[src/rtl/baud_generator.sv]
// Free-running clock-enable generator for the UART: an `enable` strobe every DIV
// clocks and a `bit_tick` strobe on every OVERSAMPLE-th `enable`.
module baud_generator #(
    parameter int CLOCK_HZ   = 100_000_000,
    parameter int BAUD       = 115_200,
    parameter int OVERSAMPLE = 16,
    parameter int DIV        = (CLOCK_HZ + (BAUD * OVERSAMPLE) / 2) / (BAUD * OVERSAMPLE)
) (
    input  logic clk,
    input  logic rst_n,
    output logic enable,
    output logic bit_tick
);

    localparam int DIV_W = ($clog2(DIV) > 1) ? $clog2(DIV) : 1;
    localparam int OS_W  = ($clog2(OVERSAMPLE) > 1) ? $clog2(OVERSAMPLE) : 1;

    localparam logic [DIV_W-1:0] DIV_LAST = DIV_W'(DIV - 1);
    localparam logic [OS_W-1:0]  OS_LAST  = OS_W'(OVERSAMPLE - 1);

    generate
        if (DIV < 2) begin : g_div_check
            $fatal(1, "baud_generator: DIV must be >= 2");
        end
        if (OVERSAMPLE < 1) begin : g_os_check
            $fatal(1, "baud_generator: OVERSAMPLE must be >= 1");
        end
    endgenerate

    logic [DIV_W-1:0] div_q;
    logic [DIV_W-1:0] div_d;
    logic [OS_W-1:0]  os_q;
    logic [OS_W-1:0]  os_d;
    logic             div_wrap_s;
    logic             os_wrap_s;
    logic             enable_q;
    logic             enable_d;
    logic             bit_tick_q;
    logic             bit_tick_d;

    // Next-state logic: divider wraps at DIV-1, oversample counter steps only on a wrap.
    always_comb begin
        div_wrap_s = (div_q == DIV_LAST);
        os_wrap_s  = (os_q == OS_LAST);
        div_d      = div_q;
        os_d       = os_q;
        if (div_wrap_s) begin
            div_d = {DIV_W{1'b0}};
            if (os_wrap_s) begin
                os_d = {OS_W{1'b0}};
            end else begin
                os_d = os_q + OS_W'(1);
            end
        end else begin
            div_d = div_q + DIV_W'(1);
            os_d  = os_q;
        end
        // Strobes register on the wrapping edge, so they are high in the cycle after it.
        enable_d   = div_wrap_s;
        bit_tick_d = div_wrap_s & os_wrap_s;
    end

    // State and output registers, cleared asynchronously on reset.
    always_ff @(posedge clk or negedge rst_n) begin
        if (!rst_n) begin
            div_q      <= {DIV_W{1'b0}};
            os_q       <= {OS_W{1'b0}};
            enable_q   <= 1'b0;
            bit_tick_q <= 1'b0;
        end else begin
            div_q      <= div_d;
            os_q       <= os_d;
            enable_q   <= enable_d;
            bit_tick_q <= bit_tick_d;
        end
    end

    assign enable   = enable_q;
    assign bit_tick = bit_tick_q;

endmodule

[config.mk]
export PLATFORM = sky130hd
export DESIGN_NAME = baud_generator
export DESIGN_NICKNAME = d
export VERILOG_FILES = /design/src/rtl/baud_generator.sv
export SDC_FILE = /design/constraint.sdc
export NUM_CORES = 1
export LEC_CHECK = 0
export CORE_AREA = 2 2 39 41
export DETAILED_ROUTE_END_ITERATION = 10
export DIE_AREA = 0 0 41 43
export SETUP_SLACK_MARGIN = 0.15
export SLEW_MARGIN = 0
export SYNTH_ARGS = -nofsm -noshare
export SYNTH_HDL_FRONTEND = slang
export SYNTH_SLANG_ARGS = --single-unit
[constraint.sdc]
create_clock -name clk -period 1.76 [get_ports clk]
set_clock_uncertainty 0.1 [all_clocks]
set_input_delay 0.264 -clock clk [delete_from_list [all_inputs] [get_ports clk]]
set_output_delay 0.264 -clock clk [all_outputs]
set_load 0.005 [all_outputs]
==> results of run 1 <==
==> placed cells by master (no fill, tap or decap) <==
master                            instances
sky130_fd_sc_hd__o211ai_1                 1
sky130_fd_sc_hd__xor2_1                   2
sky130_fd_sc_hd__and4b_4                  1
sky130_fd_sc_hd__nand4_1                  1
sky130_fd_sc_hd__a31o_2                   1
sky130_fd_sc_hd__a22o_1                   1
sky130_fd_sc_hd__a21bo_2                  1
sky130_fd_sc_hd__inv_1                    2
sky130_fd_sc_hd__and4_1                   1
sky130_fd_sc_hd__and2_4                   1
sky130_fd_sc_hd__xnor2_1                  2
sky130_fd_sc_hd__nand3_1                  3
sky130_fd_sc_hd__dfrtp_1                 12
sky130_fd_sc_hd__nor2_1                   5
sky130_fd_sc_hd__a41oi_1                  1
sky130_fd_sc_hd__and3_1                   1
sky130_fd_sc_hd__mux2_4                   2
sky130_fd_sc_hd__clkdlybuf4s50_1          3
sky130_fd_sc_hd__a21o_1                   1
sky130_fd_sc_hd__a31oi_1                  1
sky130_fd_sc_hd__clkbuf_4                 3
sky130_fd_sc_hd__ha_1                     3
sky130_fd_sc_hd__o21ai_0                  1
==> synth_stat cells (all sizes together) <==
| cell | instances | share of area [%] |
|---|---|---|
| a21bo | 1 | 1.8 |
| a21o | 1 | 1.3 |
| a22o | 1 | 1.6 |
| a31o | 1 | 1.6 |
| a31oi | 1 | 1.1 |
| a41oi | 1 | 1.6 |
| and2 | 1 | 1.6 |
| and3 | 1 | 1.1 |
| and4 | 1 | 1.6 |
| and4b | 1 | 2.4 |
| buf | 1 | 2.0 |
| dfrtp | 12 | 53 |
| ha | 3 | 6.7 |
| inv | 2 | 1.3 |
| mux2 | 2 | 5.3 |
| nand3 | 3 | 2.7 |
| nand4 | 1 | 1.1 |
| nor2 | 5 | 3.3 |
| o211ai | 1 | 1.3 |
| o21ai | 1 | 0.89 |
| xnor2 | 2 | 3.1 |
| xor2 | 2 | 3.1 |
==> critical path: cells and delay by family, from the launching register on <==
| kind | cells | cell delay [ns] |
|---|---|---|
| simple gates | 2 | 0.56 |
| mux | 1 | 0.31 |
| flops | 1 | 0.42 |
==> cell type report <==
type                            count  area (sq um)  area share (%)
Multi-Input combinational cell     30           243            39.0
Inverter                            2          7.51            1.20
Clock buffer                        3          22.5            3.61
Sequential cell                    12           300            48.2
Tap cell                           16          20.0            3.21
Timing Repair Buffer                3          30.0            4.82
==> path summary, 6_finish.rpt <==
| check | startpoint | endpoint | slack, ns | cells after the start |
|---|---|---|---|---|
| max in group asynchronous | rst_n | div_q[3] | 0.93 | 1 |
| min in group clk | div_q[0] | div_q[0] | 0.45 | 1 |
| worst min-delay path | rst_n | os_q[0] | 0.25 | 1 |
| worst max register to register | div_q[3] | os_q[1] | 0.26 | 3 |
| worst max-delay path | div_q[3] | os_q[1] | 0.26 | 3 |
| worst min register to register | div_q[0] | div_q[0] | 0.45 | 1 |
==> cell families after synthesis <==
| kind of cell | count (synthesis) |
|---|---|
| flip-flops | 12 |
| XOR/XNOR | 4 |
| buffers and inverters | 3 |
| AND/OR/NAND/NOR | 13 |
| adder cells (fa/ha/maj) | 3 |
| AO/OA/AOI/OAI | 8 |
| multiplexers | 2 |
==> metrics by stage <==
stage / hold slack [ns] / power [uW] / instance area [sq um] / cells / worst slack, ns
6_report: 0.251 / 451 / 623 / 66 / 0.261
5_1_grt: 0.274 / 480 / 623 / 66 / 0.191
4_1_cts: 0.262 / 459 / 623 / 66 / 0.255
3_5_place_dp: 0.443 / 289 / 601 / 63 / 0.264
3_3_place_gp: 0.439 / 288 / 601 / 63 / 0.281
2_1_floorplan: -0.132 / 281 / 562 / 45 / 0.271
==> power breakdown <==
part,internal (uW),switching [uW]
Clock,79.1,88.9
Combinational,1.94,5.39
Sequential,275,0
Total,357,94.3
==> registers in the layout, indices dropped and copies added, names as in the netlist <==
register	flops
enable	1
div_q	6
bit_tick	1
os_q	4
==> layer usage <==
metal  share of wire [%]  routed length (microns)  vias up  global-route usage (%)
met4                   0                        0        0                    6.00
met1                  50                      420      162                    17.8
met5                   0                        0        -                       0
met2                  46                      391        4                    17.8
met3                 3.8                       32        0                    6.28
li1                    -                        -      172                       -
==> out/results.env, run 1 <==
SYNTH_TOP_FAMILY_BY_AREA='simple AND/OR/NAND/NOR gates'
YOSYSWARNINGCOUNT=0
POSTCTSRESIZEDCELLS=0
TIMING_WORST_SLEW_PIN_VALUE_NS=0.563
SETUP_TNS_NS=0
FINAL_PERIOD_UTILIZATION_PCT=85.1
TIMING.SLEW.HEADROOM_PCT=62.4
VIA_PER_INST=5.12
YS_TYPES=22
CTS_TREE='done'
ADDER_AND_MAJORITY_CELL_FRACTION_OF_THE_SYNTHESIZED_AREA_PCT=6.68
MUXSHAREOFSYNTHAREA_PCT=5.35
CTS_BUFFERS=3
SYNTH_SEQ_CELLS=12
INITIAL_CORE_UTIL_PCT=40.6
FLOORPLAN.ROWS=14
GRT_SETUP_UNREPAIRED='no'
CLK_PIN_SLEW_NS=0.08
CRIT_PATH_MAX_INCR_DELAY_NS=0.42
SYNTH_AREA_SQ_UM=562
CTS_BUFFER_DEPTH=2
DIE_AREA_SQ_UM=1760
GRT_MAX_DEGREE=13
SYN_INST=45
LAYOUT.FILLER_CELLS=143
GRT_ANTENNA_BEFORE_REPAIR=0
WL_PER_CELL_MICRONS=12.8
CRITPATHCAPTURETYPE='flop'
CLOCK_SINKS=12
CORE_SQ_UM=1380
PORT-BUFFER-COUNT=3
SYNTH_COMPOUND_AREA_SHARE_PCT=11.1
TIMING.CRITICAL_PATH.CELLS='and4b_4, and2_4, mux2_4'
CRITPATHREQUIREDTIME_NS=1.81
ARRIVAL_TIME_AT_THE_WORST_ENDPOINT_NS=1.55
SYNTH_SEQ_AREA_SHARE_PCT=53.5
DR_TOTAL_VIAS=338
GP_CONGESTION=0.722
DRT-TOTAL-WL_MICRONS=844
FINAL-HOLD-VIOLATION-COUNT=0
GR-USAGE-ALL-LAYERS_PCT=13.3
P_PER_AREA_nW_PER_UM2=723
FLOORPLAN.IO_PINS=4
CLK-INSERTION-DELAY-LATE_NS=0.27
CTS.REPAIR_TIMING.SETUP_BUFFER_COUNT=0
GRT_PASS1_WL_MICRONS=1550
DIE_W_MICRONS=41
POST_ROUTE_CELLS_DRIVE_ABOVE_1_SHARE_PCT=18.0
DETAILEDROUTE.FIRSTPASSITERATIONCOUNT=2
HOLD_PATH_CLASS='in -> async'
OVERFLOW=0
CRITPATHMAXFANOUT=10
POST-ROUTE-DRC-COUNT=0
SYNTH_NET_COUNT=50
VIAS_IN_THE_FIRST_GLOBAL_ROUTE=348
FINAL-MAX-SLEW-VIOLATION-COUNT=0
SETUP.WORST_PATH.START_CLASS='flop'
POWER.IR.VDD_WORST_V=0.000359
POWER.LEAKAGE_uW=0.000283
DRT-INITIAL-DRC-COUNT=4
TIMING.FINAL.CRIT_PERIOD_NS=1.50
DESIGN.FINAL.NETS=57
CLOCK-ROOT-BUFFER='sky130_fd_sc_hd__clkbuf_4'
YOSYS.AREA_SHARE.SIMPLE_PCT=13.8
AREA_GROWTH_PCT=10.9
STATUS='complete, no violations'
HOLD_BUFFERS=0
SETUP_VIOL=0
CRITICAL_PATH_TOP_DELAY_CELL='sky130_fd_sc_hd__dfrtp_1'
DIE_HEIGHT_MICRONS=43
POSTROUTEANTENNANETS=0
MAX-CAP-VIOLATIONS=0
TIMING.FMAX_GHz=0.667
DETAILEDPLACEMENTHPWL_MICRONS=592
FINAL_CORE_UTIL_PCT=45.0
HTREE_LEVELS=1
N_ANTENNA_CELL=0
SYNTHXORXNORAREAFRAC_PCT=6.24
SYNTHESIS.AREA_PER_INSTANCE_SQ_UM=12.5
CRITICAL_PATH_CLASS='reg -> reg'
Power figures use the tool's default switching activity.
==> inputs of run 2 (changes only) <==
--- a/config.mk
+++ b/config.mk
@@ -8,6 +8,7 @@
 export CORE_AREA = 2 2 39 41
 export DETAILED_ROUTE_END_ITERATION = 10
 export DIE_AREA = 0 0 41 43
+export HOLD_SLACK_MARGIN = 0.02
 export SETUP_SLACK_MARGIN = 0.15
 export SLEW_MARGIN = 0
 export SYNTH_ARGS = -nofsm -noshare
==> results of run 2 <==
Final layout, timing and power as in run 1 (identical DEF).
